<file path="src/rtl/troop_pkg.sv">
// Shared definitions for the troop-count entry path: widths, entry states and
// the decimal shift-add helper.
package troop_pkg;

  localparam int LOG2_MAX_TROOP = 9;
  localparam int MAX_TROOP      = (1 << LOG2_MAX_TROOP) - 1;

  typedef enum logic [1:0] {
    S_IDLE  = 2'd0,
    S_ENTRY = 2'd1,
    S_OUT   = 2'd2
  } entry_state_t;

  // acc*10 + digit without a multiplier; callers truncate to the width they need
  function automatic logic [31:0] mul10_add(input logic [31:0] acc, input logic [3:0] digit);
    return (acc << 3) + (acc << 1) + {28'd0, digit};
  endfunction

endpackage

</file>
<file path="src/rtl/bcd_sat_mac.sv">
// Combinational saturating acc*10 + digit; ovf flags a result above 2^W-1.
module bcd_sat_mac #(
  parameter int W = 9
) (
  input  logic [W-1:0] acc,
  input  logic [3:0]   digit,
  output logic [W-1:0] next,
  output logic         ovf
);
  import troop_pkg::*;

  localparam logic [W+3:0] LIMIT = (W+4)'((1 << W) - 1);

  logic [W+3:0] sum;

  // W+4 bits always hold (2^W-1)*10 + 9, so the compare sees the true result
  always_comb begin
    sum  = (W+4)'(mul10_add(32'(acc), digit));
    ovf  = sum > LIMIT;
    next = ovf ? {W{1'b1}} : sum[W-1:0];
  end

endmodule

</file>
<file path="src/rtl/troop_digit_entry.sv">
// Serial decimal digit entry accumulating a saturated binary troop count,
// presented on a valid/ready port when the player commits.
//
// state   | meaning
// S_IDLE  | no legal digit held yet
// S_ENTRY | 1..MAX_DIGITS legal digits held
// S_OUT   | result presented on value, waiting for value_ready
module troop_digit_entry #(
  parameter int LOG2_MAX_TROOP = 9,
  parameter int MAX_DIGITS     = 3,
  localparam int CW            = $clog2(MAX_DIGITS + 1)
) (
  input  logic                      clk,
  input  logic                      rst_n,
  input  logic                      digit_valid,
  input  logic [3:0]                digit,
  output logic                      digit_ready,
  input  logic                      commit,
  input  logic                      clear,
  output logic                      value_valid,
  output logic [LOG2_MAX_TROOP-1:0] value,
  input  logic                      value_ready,
  output logic                      overflow,
  output logic                      bad_digit,
  output logic [CW-1:0]             digit_count
);
  import troop_pkg::*;

  localparam int            W       = LOG2_MAX_TROOP;
  localparam logic [CW-1:0] CNT_MAX = CW'(MAX_DIGITS);

  entry_state_t state, state_nxt;

  logic [W-1:0]  acc;
  logic [W-1:0]  mac_next;
  logic          mac_ovf;
  logic          legal;
  logic          accept;
  logic          take;
  logic          out_hs;
  logic [W-1:0]  acc_fold;
  logic [CW-1:0] cnt_fold;
  logic          ovf_fold;

  bcd_sat_mac #(.W(W)) u_mac (
    .acc   (acc),
    .digit (digit),
    .next  (mac_next),
    .ovf   (mac_ovf)
  );

  // a digit accepted in the commit cycle is folded in before value is latched
  always_comb begin
    legal    = digit <= 4'd9;
    accept   = digit_valid && digit_ready;
    take     = accept && legal;
    out_hs   = value_valid && value_ready;
    acc_fold = take ? mac_next : acc;
    cnt_fold = take ? digit_count + CW'(1) : digit_count;
    ovf_fold = overflow || (take && mac_ovf);
  end

  always_ff @(posedge clk or negedge rst_n) begin
    if (!rst_n) state <= S_IDLE;
    else        state <= state_nxt;
  end

  always_comb begin
    state_nxt = state;
    if (clear) begin
      state_nxt = S_IDLE;
    end else begin
      case (state)
        S_IDLE, S_ENTRY: begin
          if (commit)    state_nxt = S_OUT;
          else if (take) state_nxt = S_ENTRY;
        end
        S_OUT:   if (out_hs) state_nxt = S_IDLE;
        default: state_nxt = S_IDLE;
      endcase
    end
  end

  always_comb begin
    digit_ready = (state != S_OUT) && (digit_count < CNT_MAX) && !clear;
  end

  always_ff @(posedge clk or negedge rst_n) begin
    if (!rst_n) begin
      acc         <= '0;
      digit_count <= '0;
      overflow    <= 1'b0;
      value       <= '0;
      value_valid <= 1'b0;
      bad_digit   <= 1'b0;
    end else if (clear) begin
      acc         <= '0;
      digit_count <= '0;
      overflow    <= 1'b0;
      value_valid <= 1'b0;
      bad_digit   <= 1'b0;
    end else begin
      bad_digit <= accept && !legal;
      if (state == S_OUT) begin
        if (out_hs) begin
          acc         <= '0;
          digit_count <= '0;
          overflow    <= 1'b0;
          value_valid <= 1'b0;
        end
      end else begin
        acc         <= acc_fold;
        digit_count <= cnt_fold;
        overflow    <= ovf_fold;
        if (commit) begin
          value       <= acc_fold;
          value_valid <= 1'b1;
        end
      end
    end
  end

endmodule

</file>
<file path="config.mk">
export PLATFORM = sky130hd
export DESIGN_NAME = troop_digit_entry
export DESIGN_NICKNAME = d
export VERILOG_FILES = /design/src/rtl/troop_pkg.sv /design/src/rtl/bcd_sat_mac.sv /design/src/rtl/troop_digit_entry.sv
export SDC_FILE = /design/constraint.sdc
export NUM_CORES = 1
export LEC_CHECK = 0
export ABC_AREA = 1
export CORE_MARGIN = 1
export CORE_UTILIZATION = 62
export CTS_BUF_LIST = sky130_fd_sc_hd__clkbuf_8
export DETAILED_ROUTE_END_ITERATION = 16
export PLACE_DENSITY = 0.86
export SLEW_MARGIN = 20
export SYNTH_ARGS = -nofsm -noshare
export SYNTH_HDL_FRONTEND = slang
export SYNTH_HIERARCHICAL = 1
export SYNTH_SLANG_ARGS = --single-unit
export TNS_END_PERCENT = 100
</file>
<file path="constraint.sdc">
create_clock -name clk -period 6.6 [get_ports clk]
set_input_delay 1.32 -clock clk [delete_from_list [all_inputs] [get_ports clk]]
set_output_delay 1.32 -clock clk [all_outputs]
set_load 0.02 [all_outputs]
</file>
* After elaboration in Yosys (flattened, before gate mapping)
Index checks and enable logic that the tools add are counted. W data, S select, Z words.
Storage, ports and cells: memories 0, memory bits (read-only) 0, output and inout port bits 15, logic and storage cells 58, flip-flop bits (word level) 25, input bits 10, latch bits 0, RAM bits 0
Operators by class: bitwise gates (word level) 2, multiply operators 0, $lt $le $gt $ge 3, reductions and logical operators 18, eq/ne operators 5, divide/modulo/power cells 0, add/subtract/negate cells 3, multiplexer cells 20, shift-type cells 0
Operators by type and width (number):
- $mux W9 | 5
- $mux W2 | 7
- $add A12 B10 Y13 | 1
- $add A13 B4 Y13 | 1
- $gt A13 B9 Y1 const B | 1
- $logic_and A1 B1 Y1 | 7
- $mux W1 | 7
- $reduce_and A2 Y1 | 3
- $reduce_bool A3 Y1 | 2
- $le A4 B4 Y1 const B | 1
- $ne A4 B4 Y1 const B | 1
- $pmux W2 S2 | 1
- $ne A3 B3 Y1 const B | 1
- $reduce_and A3 Y1 | 1
- $add A2 B1 Y2 const B | 1
- $eq A2 B1 Y1 const B | 1
- $eq A2 B2 Y1 const B | 1
- $logic_not A1 Y1 | 2
- $logic_not A2 Y1 | 1
- $lt A2 B2 Y1 const B | 1
- $ne A2 B2 Y1 const B | 1
- $not A1 Y1 | 2
- $reduce_or A2 Y1 | 1
- $logic_or A1 B1 Y1 | 1

* Depth between registers and ports, before layout
Gate-level depths: netlist (run 1).
depth after elaboration 9, gate-level depth with buffers 18, depth with buffers taken out 18

* Modules after synthesis
The synthesis (run 1) kept the hierarchy.
By module, submodules not included:
- troop_digit_entry | instances 1, seq. area each 625.6 um2, area each 1302.5 um2, cells each 149
- bcd_sat_mac | instances 1, seq. area each 0.0 um2, area each 721.9 um2, cells each 119

* Worst setup path after synthesis (run 1)
No wires, ideal clock.
path kind input to register, from input digit[3], to register acc[0], data arrival time 3.349 ns, slack 3.134 ns, library setup time 0.117 ns, required time 6.483 ns, cell stages on the path 16, buffers on the path 0, cell sequence inv_1 -> fa_1 -> inv_1 -> fa_1 -> nand3_1 -> nand2_1 -> nand2_1 -> nand2_1 -> nand2_1 -> nand2_1 -> nor2_4 -> nand3_1 -> inv_1 -> nand3_1 -> nand3_1 -> nand2_1
Between the ends: word-level cells in the longest chain between the ends 6, elaborated cells between the ends (all ways) 8, those cells by class add/sub: 1; order compare: 2; mux: 4; reduce/logical: 1
Ends and longest elaborated chain:
- from (decl) | RTL line troop_digit_entry.sv:16 | input logic [3:0] digit,
- $add A13 B4 Y13 | RTL line troop_pkg.sv:16 | return (acc << 3) + (acc << 1) + {28'd0, digit};
- $gt A13 B9 Y1 | RTL line bcd_sat_mac.sv:19 | ovf = sum > LIMIT;
- $mux W9 | RTL line bcd_sat_mac.sv:20 | next = ovf ? {W{1'b1}} : sum[W-1:0];
- net mac_next[0] | RTL line troop_digit_entry.sv:35 | logic [W-1:0] mac_next;
- $mux W9 | RTL line troop_digit_entry.sv:58 | acc_fold = take ? mac_next : acc;
- $mux W9 | RTL line troop_digit_entry.sv:104 | if (state == S_OUT) begin
- $mux W9 | RTL line troop_digit_entry.sv:96 | end else if (clear) begin
- to (signal assigned) | RTL line troop_digit_entry.sv:112 | acc <= acc_fold;
- to (decl) | RTL line troop_digit_entry.sv:34 | logic [W-1:0] acc;
The timed path passes the listed nets, and every way through them passes these cells. A chain may end at the register's enable or synchronous reset.

* Worst setup path after layout (run 1)
from input clear, to output digit_ready
Between the ends: word-level cells in the longest chain between the ends 2
Ends and longest elaborated chain:
- from (decl) | RTL line troop_digit_entry.sv:19 | input logic clear,
- $logic_not A1 Y1 | RTL line troop_digit_entry.sv:85 | digit_ready = (state != S_OUT) && (digit_count < CNT_MAX) && !clear;
- $logic_and A1 B1 Y1 | RTL line troop_digit_entry.sv:85
- to (decl) | RTL line troop_digit_entry.sv:17 | output logic digit_ready,
No other way between the ends.

==> results of run 1 <==
per-layer routing:
metal	up-vias	GRT usage	share of wire
li1	919	-	-
met4	0	0.0646	0.011
met3	10	0.0393	0.064
met5	-	0	0
met1	837	0.366	0.43
met2	67	0.502	0.50
worst paths after layout:
path	startpoint	end
max	clear	digit_ready
min	overflow	overflow
max reg2reg	acc[2]	value[7]
min reg2reg	overflow	overflow
max in group asynchronous	rst_n	acc[4]
min in group asynchronous	rst_n	state[0]
cells in the mapped netlist (2+ instances only):
master and instances:
inv_2 5, inv_1 37, o21bai_2 8, nor2_1 9, o21bai_1 2, nor2_4 2, ha_1 18, a21oi_1 5
xor2_1 2, xnor2_1 3, nand4_1 2, dfrtp_1 25, nor3_1 2, fa_1 2, o21ai_1 2, nor2_2 2
nand2_1 81, nand3_1 46, nor2_8 3
area by class of cell:
type / count / area (µm²)
Sequential cell: 25 / 626
Clock buffer: 3 / 41.3
Tap cell: 44 / 55.1
Fill cell: 239 / 729
Clock inverter: 1 / 3.75
Multi-Input combinational cell: 197 / 1210
Timing Repair Buffer: 25 / 248
Inverter: 43 / 164
state kept, by name, summed over array words and instances (netlist names):
name / count
acc: 9
bad_digit: 1
digit_count: 2
overflow: 1
state: 2
value: 9
value_valid: 1
logic make-up (layout without fill, tap and decap cells):
group	Yosys count	after routing	synth area share
xor gates and xnor gates	5	5	0.0216
AOI/OAI and AO/OA	21	21	0.0834
DFF	25	25	0.309
buffers and inverters	46	72	0.0927
and+or+nand+nor	151	151	0.362
adders and majority gates	20	20	0.131
per-stage QoR:
stage / setup slack, ps / power [mW] / util
after floorplan: 3130 / 0.305 / -
after global placement: 2440 / 0.361 / 0.748
after CTS: 2460 / 0.453 / 0.763
final: 2470 / 0.452 / 0.763
after detailed placement: 2340 / 0.366 / 0.748
after global routing: 2400 / 0.480 / 0.763
report_power, final:
part | switching [mW] | internal (mW) | leakage [nW]
Combinational | 0.106 | 0.0727 | 0.981
Clock | 0.0465 | 0.0417 | 0.0269
Sequential | 0.0147 | 0.171 | 0.338
Total | 0.167 | 0.285 | 1.35
worst reg2reg max path: stages, from the launching register on:
cell	delay, ps
dfrtp_1	430
inv_1	80
fa_1	480
inv_1	70
fa_1	470
nand3_1	110
nand2_1	90
nand2_1	90
nand2_1	50
nand2_1	50
nand2_1	80
nor2_4	220
nand3_1	110
inv_1	60
nand3_1	100
nand3_1	170
nand2_1	70
cells in the final DEF, fill, tap and decap left out:
| cell | instances |
|---|---|
| o31ai_1 | 1 |
| nand4_1 | 2 |
| o21ai_1 | 2 |
| o21ai_0 | 1 |
| dfrtp_1 | 25 |
| nand2_1 | 81 |
| o21bai_1 | 2 |
| nor3_1 | 2 |
| nand4_2 | 1 |
| ha_1 | 18 |
| o21bai_2 | 8 |
| xor2_1 | 2 |
| fa_1 | 2 |
| clkbuf_8 | 3 |
| nand2_4 | 1 |
| xnor2_1 | 3 |
| inv_4 | 1 |
| nand3_4 | 1 |
| nor2_4 | 2 |
| inv_2 | 5 |
| nor2_8 | 3 |
| a21oi_1 | 5 |
| clkdlybuf4s50_1 | 24 |
| nor2_2 | 2 |
| nand3_1 | 46 |
| nand2_2 | 1 |
| nor2_1 | 9 |
| a21oi_2 | 1 |
| a22oi_1 | 1 |
| inv_1 | 38 |
| buf_4 | 1 |
==> key figures, run 1 <==
Run status
  – Outcome: finished, final reports clean

Synth
  – Dominant cell type by area after synthesis: dfrtp_1
  – Post-Syn Area per Cell: 7.55 µm²
  – Ys Warns: 6
  – Main synth FF type: dfrtp_1
  – Post-Syn Instances: 268
  – Synthesis-stage register bit count: 25
  – Mapped Area: 2020 µm²
  – Ys async rst share: 1.00
  – Yosys cell types: 31
  – Area share of the largest cell type after synthesis: 0.309
  – Post-synth EDFFs: 0
  – Seq/Total Area, Yosys: 0.309
  – Area contributors post-synth: dfrtp_1 31%, nand2_1 15%, nand3_1 11%, ha_1 11%, inv_1 6.9%
  – Mapped Nets: 298

Final layout
  – Diode count: 0
  – Final nets: 325
  – Share of cells above drive strength 1: 0.102
  – Area growth from synthesis to layout: 16.0%
  – Finished Cell Area: 2350 µm²
  – Finished Layout Cells: 338

Timing
  – Worst-Margin Slew: 884 ps
  – Period Utilization, post-route: 0.625
  – Min cycle time layout: 4130 ps
  – Final hold vios: 0
  – Pins Over Slew Limit: 0
  – RSZ-0062 raised after global routing: false
  – Fin Clk Skew: 5.09 ps
  – Hold_ws: 491 ps
  – Max-Slew Margin vs Limit: 0.408
  – Max Freq: 242 MHz
  – Final setup viols: 0
  – Total negative slack: 0 ps

Power and ir drop
  – Pleak: 1.35 nW
  – Peak VDD IR: 0.179 mV
  – Pwr dens: 193 nW/µm²

Clock network
  – Cts repair resizes: 0
  – CTS tree: built
  – Max H-tree Level: 1
  – Clock slew at reported path FFs: 80 ps
  – Bufs on Longest Clock Path: 2
  – Post-CTS Setup Bufs: 0
  – Hold_buf cts: 0
  – CTS Sinks: 25
  – Worst skew pair latency: 270 ps
  – CTS Buf Count: 3
  – Clk root buf: clkbuf_8

Critical path
  – Worst path bufs/invs: 4
  – CP top delay family: buffers and inverters
  – Crit path max-delay cell type: clkdlybuf4s50_1
  – CP cell instances: clkdlybuf4s50_1 > inv_2 > nand3_4 > inv_1 > clkdlybuf4s50_1
  – CP Depth: 5
  – Register-to-Register Path Depth: 16
  – Crit-path max FO: 4
  – Crit end category: output pin
  – R2r setup slk: 3750 ps
  – CP required: 5280 ps
  – Crit-path max cell delay: 590 ps
  – WS Path Type: in2out
  – Cell mode on critical path: clkdlybuf4s50_1
  – Crit path DAT: 2810 ps
  – Critical Path Start Type: input pin

Floorplanning
  – DIE AREA: 3500 µm²
  – Boundary Pins: 25
  – Starting density of the core: 0.658
  – Die height: 59.1 µm
  – Row count: 20
  – Die X-Extent: 59.1 µm
  – CORE AREA: 3080 µm²

Global routing
  – Number of global-route vias before repair: 1676
  – Pin count of the biggest net entering global routing: 26
  – First-pass GRT wire length: 7.39 mm
  – Total global routing track utilization: 0.283
  – Number of antenna violations at the first check in global routing: 0
  – Global route overflow: 0

Placed design
  – Routability cong.: 0.843
  – Cells after DPL: 334
  – Detailed Place HPWL: 3.51 mm
  – Number of port buffers: 24
  – Dpl cell area: 2300 µm²

Route
  – Final WL: 4.45 mm
  – DR DRC count: 0
  – Drt wl/cell: 13.2 µm
  – Routed vias: 1833
  – Drt first pass iters: 4
  – DRT antenna net count: 0
  – Vias per inst: 5.42
  – Initial DRC count: 81

Hold path
  – Hold path cells: 2
  – Worst Hold Class: reg2reg

Run
  – Maxcap violations: 0
Note: power is estimated with default switching activity, not from simulation.
==> inputs of run 2 (changes only) <==
- CORE_UTILIZATION: 62 -> 58
- PLACE_DENSITY: 0.86 -> 0.81
- clock period: 6.6 -> 3.95 ns (I/O delays scaled with it)
==> key figures, run 2 (synthesis results as in run 1) <==
Clock network
  – Worst skew pair latency: 260 ps (about the same)
  – Post-CTS Setup Bufs: 0 (unchanged)
  – Clk root buf: clkbuf_8
  – Max H-tree Level: 1 (unchanged)
  – CTS tree: built
  – Bufs on Longest Clock Path: 2 (unchanged)
  – Clock slew at reported path FFs: 80 ps (about the same)
  – Cts repair resizes: 0 (unchanged)
  – CTS Sinks: 25 (unchanged)
  – CTS Buf Count: 3 (unchanged)
  – Hold_buf cts: 0 (unchanged)

Timing
  – Final worst slack: 576 ps (-1900 ps)
  – Final hold vios: 0 (unchanged)
  – Worst-Margin Slew: 538 ps (-346 ps)
  – Min cycle time layout: 3370 ps
  – Pins Over Slew Limit: 0 (unchanged)
  – Fin Clk Skew: 5.63 ps (+0.547 ps)
  – Max Freq: 296 MHz
  – Hold_ws: 482 ps (-9.39 ps)
  – RSZ-0062 raised after global routing: false
  – Final setup viols: 0 (unchanged)
  – Total negative slack: 0 ps (unchanged)
  – Period Utilization, post-route: 0.854
  – Max-Slew Margin vs Limit: 0.641 (+0.233)

Final layout
  – Final core area utilization: 0.705 (-0.0577)
  – Finished Cell Area: 2350 µm² (+0.21%)
  – Top Registers: acc x9, value x9
  – Share of cells above drive strength 1: 0.108 (+0.00643)
  – Diode count: 0 (unchanged)
  – Final nets: 326 (+0.31%)
  – Finished Layout Cells: 341 (+0.89%)
  – Area growth from synthesis to layout: 16.3%
  – Most common cell after layout, fill and taps aside: nand2_1
  – Commonest non-fill, non-tap cells in the layout: 81 x nand2_1, 46 x nand3_1, 38 x inv_1, 25 x dfrtp_1, 23 x clkdlybuf4s50_1

Global routing
  – First-pass GRT wire length: 6.88 mm (-6.9%)
  – Number of global-route vias before repair: 1587 (-5.3%)
  – Global route overflow: 0 (unchanged)
  – Pin count of the biggest net entering global routing: 26 (unchanged)
  – Number of antenna violations at the first check in global routing: 0 (unchanged)
  – Total global routing track utilization: 0.244 (-0.0393)

Route
  – DR DRC count: 0 (unchanged)
  – Drt wl/cell: 12.2 µm (-7.0%)
  – DRT antenna net count: 0 (unchanged)
  – Routed vias: 1783 (-2.7%)
  – Final WL: 4.18 mm (-6.2%)
  – Initial DRC count: 57 (-30%)
  – Vias per inst: 5.23 (-3.6%)
  – Drt first pass iters: 4 (unchanged)

Floorplanning
  – Die X-Extent: 61.1 µm (+3.3%)
  – Boundary Pins: 25 (unchanged)
  – Die height: 61.1 µm (+3.3%)
  – DIE AREA: 3730 µm² (+6.7%)
  – Starting density of the core: 0.607 (-0.0510)
  – CORE AREA: 3340 µm² (+8.4%)
  – Row count: 21 (+5.0%)

Hold path
  – Worst Hold Class: reg2reg
  – Hold path cells: 2 (unchanged)

Critical path
  – Crit path max-delay cell type: fa_1
  – R2r setup slk: 1180 ps (-2570 ps)
  – Crit-path max FO: 10 (+6)
  – Register-to-Register Path Depth: 16 (unchanged)
  – Crit path DAT: 3520 ps (+710 ps)
  – CP Depth: 17 (+12)
  – WS Path Type: in2reg
  – Cell mode on critical path: nand2_1
  – Worst path bufs/invs: 4 (unchanged)
  – Crit-path max cell delay: 520 ps (-70 ps)
  – CP cell instances: clkdlybuf4s50_1 > inv_1 > fa_1 > inv_1 > fa_1 > nand3_1 > nand2_1 > nand2_1 > nand2_1 > nand2_1 > nand2_1 > nor2_4 > nand3_1 > inv_1 > nand3_1 > nand3_1 > nand2_1
  – CP top delay family: simple AND/OR/NAND/NOR gates
  – Crit end category: flip-flop
  – Critical Path Start Type: input pin
  – CP required: 4100 ps (-1180 ps)

Run
  – Maxcap violations: 0 (unchanged)

Placed design
  – Dpl cell area: 2310 µm² (+0.43%)
  – Cells after DPL: 337 (+0.90%)
  – Place WS: 293 ps (-2050 ps)
  – Routability cong.: 0.932 (+11%)
  – Number of port buffers: 24 (unchanged)
  – Detailed Place HPWL: 3.40 mm (-3.4%)

Run status
  – Outcome: finished, final reports clean

Power and ir drop
  – Peak VDD IR: 0.288 mV (+60%)
  – Tot Pwr: 0.746 mW (+65%)
  – Pwr dens: 317 nW/µm² (+65%)
  – Pleak: 1.35 nW (+0.38%)
[run 2: cell count changes in the layout (fill, tap and decap cells not counted), sizes merged]
| cell | before | now |
|---|---|---|
| buf | 1 | 3 |
| clkdlybuf4s50 | 24 | 23 |
[run 2: report_power, final]
group	internal (mW)	total [mW]	switching, mW
combinational	0.122	0.294	0.172
clock	0.0693	0.143	0.0735
sequential	0.285	0.309	0.0241
[run 2: layer usage]
| layer | global-route usage | vias up | share of wire |
|---|---|---|---|
| met5 | 0 | - | 0 |
| met4 | 0.0260 | 0 | 0.0041 |
| met3 | 0.0462 | 4 | 0.045 |
| met2 | 0.415 | 43 | 0.49 |
| met1 | 0.334 | 822 | 0.46 |
| li1 | - | 914 | - |
[run 2: cell type report]
cell class	count	area [µm²]
inverters	43	164
clock inverters	1	3.75
fillers	281	983
well taps	46	57.6
clock buffers	3	41.3
repair buffers	26	250
multi-input cells	197	1210
flip-flops and latches	25	626
[run 2: final timing paths]
| check | end | startpoint |
|---|---|---|
| setup / recovery | value[2] | digit[3] |
| hold / removal | value[6] | value[6] |
| setup reg to reg | value[2] | acc[0] |
| hold reg to reg | value[6] | value[6] |
| max in group asynchronous | acc[1] | rst_n |
| min in group asynchronous | acc[6] | rst_n |
[run 2: worst min-delay path, cell delays in order (launching register included)]
cell and delay [ps]:
dfrtp_1 340, nand2_1 50, nand2_1 60
==> inputs of run 3 (changes only) <==
- ABC_AREA: 1 -> not set
- CORE_UTILIZATION: 58 -> 57
- PLACE_DENSITY: 0.81 -> 0.8
- SLEW_MARGIN: 20 -> not set
==> key figures, run 3 <==
Hold path
  – Worst Hold Class: reg2reg
  – Hold path cells: 2 (unchanged)
  – Hold EP: overflow
  – Hold Startpoint: overflow

Synth
  – Seq/Total Area, Yosys: 0.319 (+0.00965)
  – Area contributors post-synth: dfrtp_1 32%, ha_1 11%, o32ai_2 7.5%, a21oi_1 4.8%, nand2b_1 4.5%
  – Dominant cell type by area after synthesis: dfrtp_1
  – Ys Warns: 6 (unchanged)
  – Ys async rst share: 1.00 (unchanged)
  – Mapped Nets: 236 (-21%)
  – Post-synth top cells: 25 x dfrtp_1, 19 x a21oi_1, 18 x ha_1
  – Area share of the largest cell type after synthesis: 0.319 (+0.00965)
  – Mapped Area: 1960 µm² (-3.0%)
  – Synthesis-stage register bit count: 25 (unchanged)
  – Post-Syn Area per Cell: 9.53 µm² (+26%)
  – Yosys cell types: 45 (+45%)
  – Main synth FF type: dfrtp_1
  – Most common cell in the netlist: dfrtp_1
  – Post-Syn Instances: 206 (-23%)
  – Post-synth EDFFs: 0 (unchanged)

Global routing
  – Number of global-route vias before repair: 1544 (-2.7%)
  – Global route overflow: 0 (unchanged)
  – First-pass GRT wire length: 7.04 mm (+2.4%)
  – Pin count of the biggest net entering global routing: 28 (+7.7%)
  – Number of antenna violations at the first check in global routing: 0 (unchanged)
  – Total global routing track utilization: 0.256 (+0.0126)

Critical path
  – Worst R2R Start: acc[0]
  – WS Path Type: in2reg
  – Crit path DAT: 3720 ps (+200 ps)
  – Worst r2r dst: value[1]
  – Crit end category: flip-flop
  – CP required: 4130 ps (+30 ps)
  – Register-to-Register Path Depth: 11 (-5)
  – Critical Path Start Type: input pin
  – Crit-path max FO: 10 (unchanged)
  – Worst Setup SP: digit[3]
  – R2r setup slk: 1030 ps (-150 ps)

Final layout
  – Area growth from synthesis to layout: 14.0%
  – Diode count: 0 (unchanged)
  – Top Registers: acc x9, value x9
  – Finished Cell Area: 2240 µm² (-4.9%)
  – Share of cells above drive strength 1: 0.120 (+0.0115)
  – Most common cell after layout, fill and taps aside: dfrtp_1
  – Final nets: 256 (-21%)
  – Commonest non-fill, non-tap cells in the layout: 25 x dfrtp_1, 24 x clkdlybuf4s50_1, 19 x a21oi_1, 18 x ha_1

Route
  – Vias per inst: 6.20 (+19%)
  – Initial DRC count: 83 (+46%)
  – DRT antenna net count: 0 (unchanged)
  – Drt first pass iters: 4 (unchanged)
  – DR DRC count: 0 (unchanged)
  – Final WL: 4.30 mm (+2.8%)
  – Routed vias: 1668 (-6.4%)
  – Drt wl/cell: 16.0 µm (+30%)

Timing
  – Final hold vios: 0 (unchanged)
  – Total negative slack: 0 ps (unchanged)
  – Pins Over Slew Limit: 0 (unchanged)
  – RSZ-0062 raised after global routing: false
  – Final setup viols: 0 (unchanged)
  – Worst-Margin Slew: 1110 ps (+568 ps)
  – Min cycle time layout: 3540 ps (+165 ps)
  – Hold_ws: 527 ps (+45.2 ps)
  – Fin Clk Skew: 11.6 ps (+5.97 ps)
  – Period Utilization, post-route: 0.896 (+0.0418)
  – Max Freq: 283 MHz (-4.7%)
  – Max-Slew Margin vs Limit: 0.260 (-0.381)
  – Final worst slack: 411 ps (-165 ps)

Clock network
  – Post-CTS Setup Bufs: 0 (unchanged)
  – Worst skew pair latency: 280 ps (+20 ps)
  – CTS tree: built
  – Cts repair resizes: 0 (unchanged)
  – Clock slew at reported path FFs: 90 ps (about the same)
  – CTS Buf Count: 3 (unchanged)
  – CTS Sinks: 25 (unchanged)
  – Clk root buf: clkbuf_8
  – Bufs on Longest Clock Path: 2 (unchanged)
  – Max H-tree Level: 1 (unchanged)
  – Hold_buf cts: 0 (unchanged)

Floorplanning
  – Starting density of the core: 0.623 (+0.0159)
  – CORE AREA: 3150 µm² (-5.5%)
  – DIE AREA: 3680 µm² (-1.3%)
  – Die X-Extent: 60.7 µm (-0.65%)
  – Die height: 60.7 µm (-0.65%)
  – Row count: 20 (-4.8%)
  – Boundary Pins: 25 (unchanged)

Power and ir drop
  – Peak VDD IR: 0.248 mV (-14%)
  – Pleak: 0.975 nW (-28%)
  – Pwr dens: 568 nW/µm² (+79%)

Placed design
  – Place WS: 136 ps (-157 ps)
  – Number of port buffers: 24 (unchanged)
  – Routability cong.: 0.925 (-0.76%)
  – Dpl cell area: 2190 µm² (-5.2%)
  – Detailed Place HPWL: 3.27 mm (-3.8%)

Run status
  – Outcome: finished, final reports clean

Run
  – Maxcap violations: 0 (unchanged)
run 3: worst max-delay path by stage:
stage	end	slack, ps
finish	value[1]	410
global route	value[2]	120
CTS	value[1]	410
detailed placement	value[1]	140
global placement	value[1]	200
floorplan	value[0]	880
run 3: layout make-up:
cell class | count | area, µm²
multi-input combinational | 152 | 1180
tap | 44 | 55.1
clock inverter | 1 | 5.00
timing repair buffer | 27 | 263
clock buffer | 3 | 41.3
fill | 265 | 915
inverter | 17 | 63.8
sequential | 25 | 626
run 3: cell families after synthesis:
group,share of synthesized area
and+or+nand+nor,0.173
AOI/OAI and AO/OA,0.273
adders and majority gates,0.135
xor gates and xnor gates,0.0223
buffers and inverters,0.0777
DFF,0.319
run 3: layer usage:
layer / up-vias / GRT usage / share of wire
met3: 8 / 0.0405 / 0.054
met2: 54 / 0.427 / 0.49
met4: 0 / 0.0714 / 0.0074
met1: 812 / 0.346 / 0.45
li1: 794 / - / -
met5: - / 0 / 0
run 3: worst max-delay path, cell delays in order:
cell             delay [ps]
clkdlybuf4s50_1         490
inv_1                    70
fa_1                    530
inv_1                    70
fa_1                    470
a211oi_1                300
nor2_1                  120
a211oi_1                260
o21ai_2                 180
nand3b_1                160
nand3_1                  90
a31oi_1                 210
run 3: where the power goes:
part	switching, mW	internal, mW	leakage, nW	total (mW)
logic	0.420	0.319	0.630	0.739
registers	0.0595	0.319	0.319	0.379
clock network	0.0819	0.0707	0.0255	0.153
total	0.562	0.709	0.975	1.27
run 3: metrics by stage:
stage | std cells | power (mW) | util
detailed placement | 265 | 1.12 | 0.695
global placement | 265 | 1.09 | 0.695
finish | 269 | 1.27 | 0.710
CTS | 269 | 1.27 | 0.710
floorplan | 206 | 0.929 | -
global route | 269 | 1.36 | 0.710
